**config.mk**
```make
export PLATFORM = sky130hd
export DESIGN_NAME = sample_mixer_flat
export DESIGN_NICKNAME = d
export VERILOG_FILES = /design/src/rtl/mixer_pkg.sv /design/src/rtl/sample_mixer_if.sv /design/src/rtl/pblrc_edge_detect.sv /design/src/rtl/sample_mixer.sv /design/src/flat_wrapper.sv
export SDC_FILE = /design/constraint.sdc
export NUM_CORES = 1
export LEC_CHECK = 0
export ABC_AREA = 1
export BUFFER_PORTS_ARGS = -buffer_cell sky130_fd_sc_hd__buf_2
export CAP_MARGIN = 20
export CORE_ASPECT_RATIO = 1.25
export CORE_MARGIN = 10
export CORE_UTILIZATION = 40
export DETAILED_ROUTE_END_ITERATION = 16
export SETUP_SLACK_MARGIN = 0.4
export SLEW_MARGIN = 20
export SYNTH_ARGS = -nofsm -noshare
export SYNTH_HDL_FRONTEND = slang
export SYNTH_SLANG_ARGS = --single-unit
```
**constraint.sdc**
```tcl
create_clock -name mclk -period 5.9 [get_ports mclk]
set_input_delay 0.295 -clock mclk [delete_from_list [all_inputs] [get_ports mclk]]
set_output_delay 0.295 -clock mclk [all_outputs]
set_load 0.01 [all_outputs]
```
**src/rtl/mixer_pkg.sv**
```systemverilog
// ============================================================================
// Module   : mixer_pkg
// Purpose  : Shared types, constants and the 16-bit saturation helper used by
//            the sample mixer and its testbench.
// Revision : 1.0  initial release
// ============================================================================
`default_nettype none

package mixer_pkg;

  typedef shortint    sample_t;
  typedef logic [7:0] gain_t;

  localparam int UNITY_GAIN     = 128;
  localparam int GAIN_SHIFT_DEF = 7;

  typedef enum logic [1:0] {
    IDLE  = 2'd0,
    ACCUM = 2'd1,
    SAT   = 2'd2
  } mixer_state_t;

  // Clamp a wide signed value into the 16-bit sample range.
  function automatic sample_t sat16(input logic signed [63:0] v);
    if (v > 64'sd32767) begin
      return sample_t'(16'sh7fff);
    end else if (v < -64'sd32768) begin
      return sample_t'(16'sh8000);
    end else begin
      return sample_t'(v[15:0]);
    end
  endfunction

endpackage

`default_nettype wire

```
**src/rtl/sample_mixer_if.sv**
```systemverilog
// ============================================================================
// Module   : sample_mixer_if
// Purpose  : Bundles the per-voice sample inputs, frame clock and mixed
//            outputs of the sample mixer. The mixer uses the slave modport;
//            the voice/frame side uses the master modport.
// Revision : 1.0  initial release
// ============================================================================
`default_nettype none

interface sample_mixer_if #(
  parameter int N_CH      = 4,
  parameter int GAIN_BITS = 8
);

  logic                        pblrc;
  logic [N_CH*16-1:0]          ch_in;
  logic [N_CH*GAIN_BITS-1:0]   ch_gain;
  logic [N_CH-1:0]             ch_mute;
  logic                        clear_overrun;
  logic [15:0]                 mix_out;
  logic                        mix_valid;
  logic                        clip;
  logic                        overrun;
  logic [14:0]                 peak_out;

  modport master (
    output pblrc, ch_in, ch_gain, ch_mute, clear_overrun,
    input  mix_out, mix_valid, clip, overrun, peak_out
  );

  modport slave (
    input  pblrc, ch_in, ch_gain, ch_mute, clear_overrun,
    output mix_out, mix_valid, clip, overrun, peak_out
  );

endinterface

`default_nettype wire

```
**src/rtl/pblrc_edge_detect.sv**
```systemverilog
// ============================================================================
// Module   : pblrc_edge_detect
// Purpose  : Rising-edge detector for the mclk-synchronous playback LR clock.
//            Produces a combinational one-cycle rise flag for frame-domain
//            stages.
// Revision : 1.0  initial release
// ============================================================================
`default_nettype none

module pblrc_edge_detect (
  input  logic mclk,
  input  logic rst,
  input  logic pblrc,
  output logic rise
);

  logic pblrc_q;

  // Delay pblrc by one mclk to compare against the live level.
  always_ff @(posedge mclk or posedge rst) begin
    if (rst) begin
      pblrc_q <= 1'b0;
    end else begin
      pblrc_q <= pblrc;
    end
  end

  assign rise = pblrc & ~pblrc_q;

endmodule

`default_nettype wire

```
**src/rtl/sample_mixer.sv**
```systemverilog
// ============================================================================
// Module   : sample_mixer
// Purpose  : Once per audio frame, snapshots all voice channels, accumulates
//            the gain-weighted samples one channel per mclk with a single
//            multiplier, shifts, saturates to 16 bits and pulses mix_valid.
//            Optional peak-hold meter enabled by defining MIXER_PEAK_HOLD_EN.
// Revision : 1.0  initial release
// ============================================================================
`default_nettype none

module sample_mixer
  import mixer_pkg::*;
#(
  parameter int N_CH       = 4,
  parameter int GAIN_BITS  = 8,
  parameter int GAIN_SHIFT = GAIN_SHIFT_DEF
) (
  input  logic            mclk,
  input  logic            rst,
  sample_mixer_if.slave   bus
);

  localparam int PROD_W = 17 + GAIN_BITS;
  localparam int ACC_W  = PROD_W + $clog2(N_CH);
  localparam int IDX_W  = $clog2(N_CH);
  localparam logic [IDX_W-1:0] LAST_IDX = IDX_W'(N_CH - 1);

  logic                        rise;
  mixer_state_t                r_state;
  mixer_state_t                w_next;
  logic                        w_snap;
  logic                        w_acc_en;
  logic                        w_sat;

  logic [N_CH*16-1:0]          r_ch_snap;
  logic [N_CH*GAIN_BITS-1:0]   r_gain_snap;
  logic [N_CH-1:0]             r_mute_snap;
  logic signed [ACC_W-1:0]     r_acc;
  logic [IDX_W-1:0]            r_idx;

  logic signed [15:0]          r_mix_out;
  logic                        r_mix_valid;
  logic                        r_clip;
  logic                        r_overrun;

  logic signed [15:0]          w_sample;
  logic [GAIN_BITS-1:0]        w_gain;
  logic                        w_muted;
  logic signed [PROD_W-1:0]    w_prod;
  logic signed [ACC_W-1:0]     w_prod_ext;
  logic signed [ACC_W-1:0]     w_shifted;
  logic signed [63:0]          w_sat_in;
  logic                        w_clip;

  pblrc_edge_detect u_edge (
    .mclk  (mclk),
    .rst   (rst),
    .pblrc (bus.pblrc),
    .rise  (rise)
  );

  // State register for the snapshot / accumulate / saturate sequence.
  always_ff @(posedge mclk or posedge rst) begin
    if (rst) begin
      r_state <= IDLE;
    end else begin
      r_state <= w_next;
    end
  end

  // Next-state and datapath strobes.
  always_comb begin
    w_next   = r_state;
    w_snap   = 1'b0;
    w_acc_en = 1'b0;
    w_sat    = 1'b0;
    case (r_state)
      IDLE: begin
        if (rise) begin
          w_snap = 1'b1;
          w_next = ACCUM;
        end
      end
      ACCUM: begin
        w_acc_en = 1'b1;
        if (r_idx == LAST_IDX) begin
          w_next = SAT;
        end
      end
      SAT: begin
        w_sat  = 1'b1;
        w_next = IDLE;
      end
      default: w_next = IDLE;
    endcase
  end

  assign w_sample = r_ch_snap[16*int'(r_idx) +: 16];
  assign w_gain   = r_gain_snap[GAIN_BITS*int'(r_idx) +: GAIN_BITS];
  assign w_muted  = r_mute_snap[r_idx];

  // Single shared multiplier; the gain is zero-extended so it multiplies as unsigned.
  always_comb begin
    w_prod = '0;
    if (!w_muted) begin
      w_prod = $signed({{(PROD_W-16){w_sample[15]}}, w_sample}) *
               $signed({{(PROD_W-GAIN_BITS){1'b0}}, w_gain});
    end
  end

  assign w_prod_ext = {{(ACC_W-PROD_W){w_prod[PROD_W-1]}}, w_prod};
  assign w_shifted  = r_acc >>> GAIN_SHIFT;
  assign w_sat_in   = {{(64-ACC_W){w_shifted[ACC_W-1]}}, w_shifted};
  assign w_clip     = (w_sat_in > 64'sd32767) || (w_sat_in < -64'sd32768);

  // Snapshot, accumulate and output registers.
  always_ff @(posedge mclk or posedge rst) begin
    if (rst) begin
      r_ch_snap   <= '0;
      r_gain_snap <= '0;
      r_mute_snap <= '0;
      r_acc       <= '0;
      r_idx       <= '0;
      r_mix_out   <= '0;
      r_mix_valid <= 1'b0;
      r_clip      <= 1'b0;
    end else begin
      r_mix_valid <= 1'b0;
      if (w_snap) begin
        r_ch_snap   <= bus.ch_in;
        r_gain_snap <= bus.ch_gain;
        r_mute_snap <= bus.ch_mute;
        r_acc       <= '0;
        r_idx       <= '0;
      end
      if (w_acc_en) begin
        r_acc <= r_acc + w_prod_ext;
        r_idx <= r_idx + IDX_W'(1);
      end
      if (w_sat) begin
        r_mix_out   <= sat16(w_sat_in);
        r_clip      <= w_clip;
        r_mix_valid <= 1'b1;
      end
    end
  end

  // Sticky overrun: a frame start while busy sets it, and setting beats clearing.
  always_ff @(posedge mclk or posedge rst) begin
    if (rst) begin
      r_overrun <= 1'b0;
    end else if (rise && (r_state != IDLE)) begin
      r_overrun <= 1'b1;
    end else if (bus.clear_overrun) begin
      r_overrun <= 1'b0;
    end
  end

  assign bus.mix_out   = r_mix_out;
  assign bus.mix_valid = r_mix_valid;
  assign bus.clip      = r_clip;
  assign bus.overrun   = r_overrun;

`ifdef MIXER_PEAK_HOLD_EN
  logic [14:0] r_peak;
  logic [14:0] w_mag;

  // Magnitude of the current mix, with -32768 folded onto 32767.
  always_comb begin
    w_mag = r_mix_out[14:0];
    if (r_mix_out == 16'sh8000) begin
      w_mag = 15'h7fff;
    end else if (r_mix_out[15]) begin
      w_mag = 15'(-r_mix_out);
    end
  end

  // Peak-hold meter, cleared together with the overrun flag.
  always_ff @(posedge mclk or posedge rst) begin
    if (rst) begin
      r_peak <= '0;
    end else if (bus.clear_overrun) begin
      r_peak <= '0;
    end else if (r_mix_valid && (w_mag > r_peak)) begin
      r_peak <= w_mag;
    end
  end

  assign bus.peak_out = r_peak;
`else
  assign bus.peak_out = '0;
`endif

endmodule

`default_nettype wire

```
**src/flat_wrapper.sv**
```systemverilog
// flat-port wrapper written by rule: the top's interface ports become plain ports
module sample_mixer_flat import mixer_pkg::*;
#(
  parameter int N_CH       = 4,
  parameter int GAIN_BITS  = 8,
  parameter int GAIN_SHIFT = GAIN_SHIFT_DEF
)
  (mclk, rst, bus_pblrc, bus_ch_in, bus_ch_gain, bus_ch_mute, bus_clear_overrun, bus_mix_out, bus_mix_valid, bus_clip, bus_overrun, bus_peak_out);
  sample_mixer_if #(.N_CH(N_CH), .GAIN_BITS(GAIN_BITS)) bus_i ();
  input  logic mclk;
  input  logic rst;
  input wire logic [$bits(bus_i.pblrc)-1:0] bus_pblrc;
  input wire logic [$bits(bus_i.ch_in)-1:0] bus_ch_in;
  input wire logic [$bits(bus_i.ch_gain)-1:0] bus_ch_gain;
  input wire logic [$bits(bus_i.ch_mute)-1:0] bus_ch_mute;
  input wire logic [$bits(bus_i.clear_overrun)-1:0] bus_clear_overrun;
  output wire logic [$bits(bus_i.mix_out)-1:0] bus_mix_out;
  output wire logic [$bits(bus_i.mix_valid)-1:0] bus_mix_valid;
  output wire logic [$bits(bus_i.clip)-1:0] bus_clip;
  output wire logic [$bits(bus_i.overrun)-1:0] bus_overrun;
  output wire logic [$bits(bus_i.peak_out)-1:0] bus_peak_out;
  assign bus_i.pblrc = bus_pblrc;
  assign bus_i.ch_in = bus_ch_in;
  assign bus_i.ch_gain = bus_ch_gain;
  assign bus_i.ch_mute = bus_ch_mute;
  assign bus_i.clear_overrun = bus_clear_overrun;
  assign bus_mix_out = bus_i.mix_out;
  assign bus_mix_valid = bus_i.mix_valid;
  assign bus_clip = bus_i.clip;
  assign bus_overrun = bus_i.overrun;
  assign bus_peak_out = bus_i.peak_out;
  sample_mixer #(.N_CH(N_CH), .GAIN_BITS(GAIN_BITS), .GAIN_SHIFT(GAIN_SHIFT)) u_core (.mclk(mclk), .rst(rst), .bus(bus_i));
endmodule
```
==> results_dict.tcl <==
set metrics [dict create \
    route.detailed.drc 0 \
    dp.final_hpwl_um 26300 \
    cp_slowest_cell "fa_1" \
    dieHeight_um 218 \
    clk_pin_slew_ps 70 \
    use_met3_pct 3.85 \
    synth_top_area_share_pct 30.1 \
    synth_top_area_cell "dfrtp_1" \
    core_sq_um 30900 \
    crit_type "reg -> reg" \
    grt_pass1_wl_um 56900 \
    slew_viol_final 0 \
    drtPass1Iterations 4 \
    period_needed_ps 6500 \
    drt-initial-drc-count 444 \
    grt_max_degree 89 \
    routabilityCongestion 0.902 \
    grt_overflow 0 \
    met1_usage_pct 20.2 \
    area_growth_pct 38.7 \
    pre_cts_slack_ps -709 \
    viasPerCell 4.87 \
    grt_use_met2_pct 32.6 \
    clock_latency_ps 450 \
    cts_max_path_buffers 2 \
    antenna_found_initial 0 \
    worst_slack_ps -601 \
    cts_sinks 151 \
    critPathRequiredTime_ps 6250 \
    synth.avg_cell_area_sq_um 8.47 \
    wl_um 34500 \
    synthMuxAreaShare_pct 7.55 \
    slowest_delay_ps 560 \
    io_buffers 122 \
    grt_pass1_vias 11800 \
    dieArea_sq_um 38900 \
    die_w_um 178 \
    min_period_over_period_pct 110 \
    ios 138 \
    syn_area_sq_um 12500 \
    failed_checks "negative setup slack" \
    rows 72 \
    cts_buffers 17 \
    ys_warn_count 0 \
    synth-compound-area-share_pct 10.8 \
    fmax_ghz 0.154 \
    antenna_left 0 \
    synth-simple-area-share_pct 15.6 \
    synth.distinct_cells 51 \
    rsz0062_at_grt "true" \
    cts_tree "built" \
    track_usage_pct 18.0 \
    setup_viol_count_final 17 \
    grt.busiest_layer "met2" \
    drv_cap 0 \
    endpoint_kind "flop" \
    critPathLaunchType "flop" \
    synthXorXnorAreaFrac_pct 1.12 \
    avgRoutedWirePerCell_um 15.3 \
    synthAdderAreaFrac_pct 24.0 \
    vias 11000 \
    hold_viol 0 \
    status "finished with violations" \
    slew_headroom_pct 45.7 \
    worst_pin_slew_ps 815 \
    ys_ff_latch 151 \
    crit_fanout 6 \
    synthCells 1480 \
    drive_above_1_share_pct 39.6 \
    ys_seq_area_share_pct 30.1 \
    hold_class "in -> reg" \
    cp_common_cell "nand2_1" \
    arrival_ps 6850 \
    synth_area_leaders "dfrtp_1, fa_1, nand2_1" \
    final.setup_skew_ps 14.7 \
    cts-htree-levels 4 \
    cts-root-buf "clkbuf_16" \
    fin_nets 2114 \
    antenna_cells 0 \
    start_util_pct 40.6 \
    fill_cells 2705 \
    synth_top_family_by_area "adder cells" \
]
==> worst paths after layout <==
kind,startpoint,endpoint,slack [ps],depth (start not counted)
max,u_core.r_idx[0],u_core.r_acc[26],-600,33
min,bus_clear_overrun,u_core.bus.overrun,30,2
max reg2reg,u_core.r_idx[0],u_core.r_acc[26],-600,33
min reg2reg,u_core.bus.mix_out[7],u_core.bus.mix_out[7],480,2
max in group asynchronous,rst,u_core.r_acc[16],4080,4
min in group asynchronous,rst,u_core.r_gain_snap[18],520,3
==> cell usage after synthesis (all sizes together) <==
| master | n |
|---|---|
| a211oi | 1 |
| a21boi | 2 |
| a21o | 4 |
| a21oi | 99 |
| a221oi | 1 |
| a22o | 2 |
| a31oi | 1 |
| a32o | 4 |
| a32oi | 22 |
| buf | 39 |
| clkbuf | 17 |
| conb | 1 |
| dfrtp | 151 |
| fa | 103 |
| ha | 76 |
| inv | 278 |
| mux2 | 84 |
| nand2 | 296 |
| nand3 | 23 |
| nand4 | 3 |
| nor2 | 163 |
| nor3 | 2 |
| nor4 | 2 |
| o211a | 1 |
| o211ai | 1 |
| o21a | 6 |
| o21ai | 70 |
| o21bai | 3 |
| o22a | 1 |
| o22ai | 4 |
| o32ai | 1 |
| or2 | 3 |
| xnor2 | 8 |
| xor2 | 8 |
==> what timing repair did <==
| action | in CTS | in global routing |
|---|---|---|
| pin swaps | 57 | 56 |
| resized for setup | 110 | 95 |
| cloned | 5 | 2 |
| hold buffers | 2 | 0 |
| hold endpoints to repair | 6 | 0 |
| setup buffers | 29 | 18 |
| setup endpoints to repair | 19 | 19 |
==> state kept, by name, indices dropped and copies added (netlist names) <==
register	count
u_core.bus.mix_out	16
u_core.bus.mix_valid	1
u_core.u_edge.pblrc_q	1
u_core.r_ch_snap	64
u_core.bus.overrun	1
u_core.r_acc	27
u_core.r_gain_snap	32
u_core.r_idx	2
u_core.r_mute_snap	4
u_core.bus.clip	1
u_core.r_state	2
==> cell usage in the layout (no fill, tap or decap), types with 9 or more instances in the layout <==
cell type  instances
mux2_2            84
inv_2             34
a32oi_4            9
a21oi_1           64
nand2_1          229
nand2_2           56
nor2_1           137
buf_4            205
conb_1            15
buf_12            13
nand2_4           11
a32oi_2           11
o21ai_0           44
a21oi_2           29
o21ai_1           20
buf_2            122
clkbuf_16         19
buf_6             24
nand3_1           15
nor2_2            20
ha_4              18
inv_1            235
dfrtp_1          150
fa_1              98
ha_1              57
==> cell families (layout without fill, tap and decap cells) <==
group                      count (synthesis)  in the layout
other                                      1             15
DFF                                      151            151
AOI/OAI and AO/OA                        223            223
buffers and inverters                    334            684
adders and majority gates                179            179
xor gates and xnor gates                  16             16
and+or+nand+nor                          492            492
muxes                                     84             84
==> critical path, delay by kind of cell (launching register included) <==
kind                       cells  cell delay (ps)
AOI/OAI and AO/OA              6             1110
xor gates and xnor gates       1              140
adders and majority gates      6             2750
buffers and inverters          8              840
DFF                            1              490
and+or+nand+nor               12             1050
==> routing by layer <==
layer  wire length [um]  part of all wire [%]
met5                  0                     0
met4               1080                   3.1
met3               1550                   4.5
met2              17900                    52
met1              14000                    40
==> cell type report <==
cell class / instances / area, sq um / area share, %
clock buffers: 19 / 443 / 2.55
clock inverters: 13 / 145 / 0.835
inverters: 278 / 1070 / 6.17
multi-input cells: 1009 / 8530 / 49.1
flip-flops and latches: 151 / 3780 / 21.7
well taps: 407 / 509 / 2.93
repair buffers: 374 / 2900 / 16.7
==> per-stage QoR <==
step | hold WS [ps] | utilization, % | TNS [ps] | area, sq um | std cells
after floorplan | 326 | - | -139 | 13100 | 1494
after global placement | 417 | 49.9 | -4210 | 15400 | 2163
after detailed placement | 418 | 49.9 | -5750 | 15400 | 2163
after CTS | 13.4 | 54.5 | -4630 | 16800 | 2231
after global routing | 23.4 | 56.3 | -12660 | 17400 | 2251
final | 32.1 | 56.3 | -6750 | 17400 | 2251
Power is left out: the tool's default activity adds up to more than one toggle a clock period on the data nets, which glitch-free logic cannot reach.
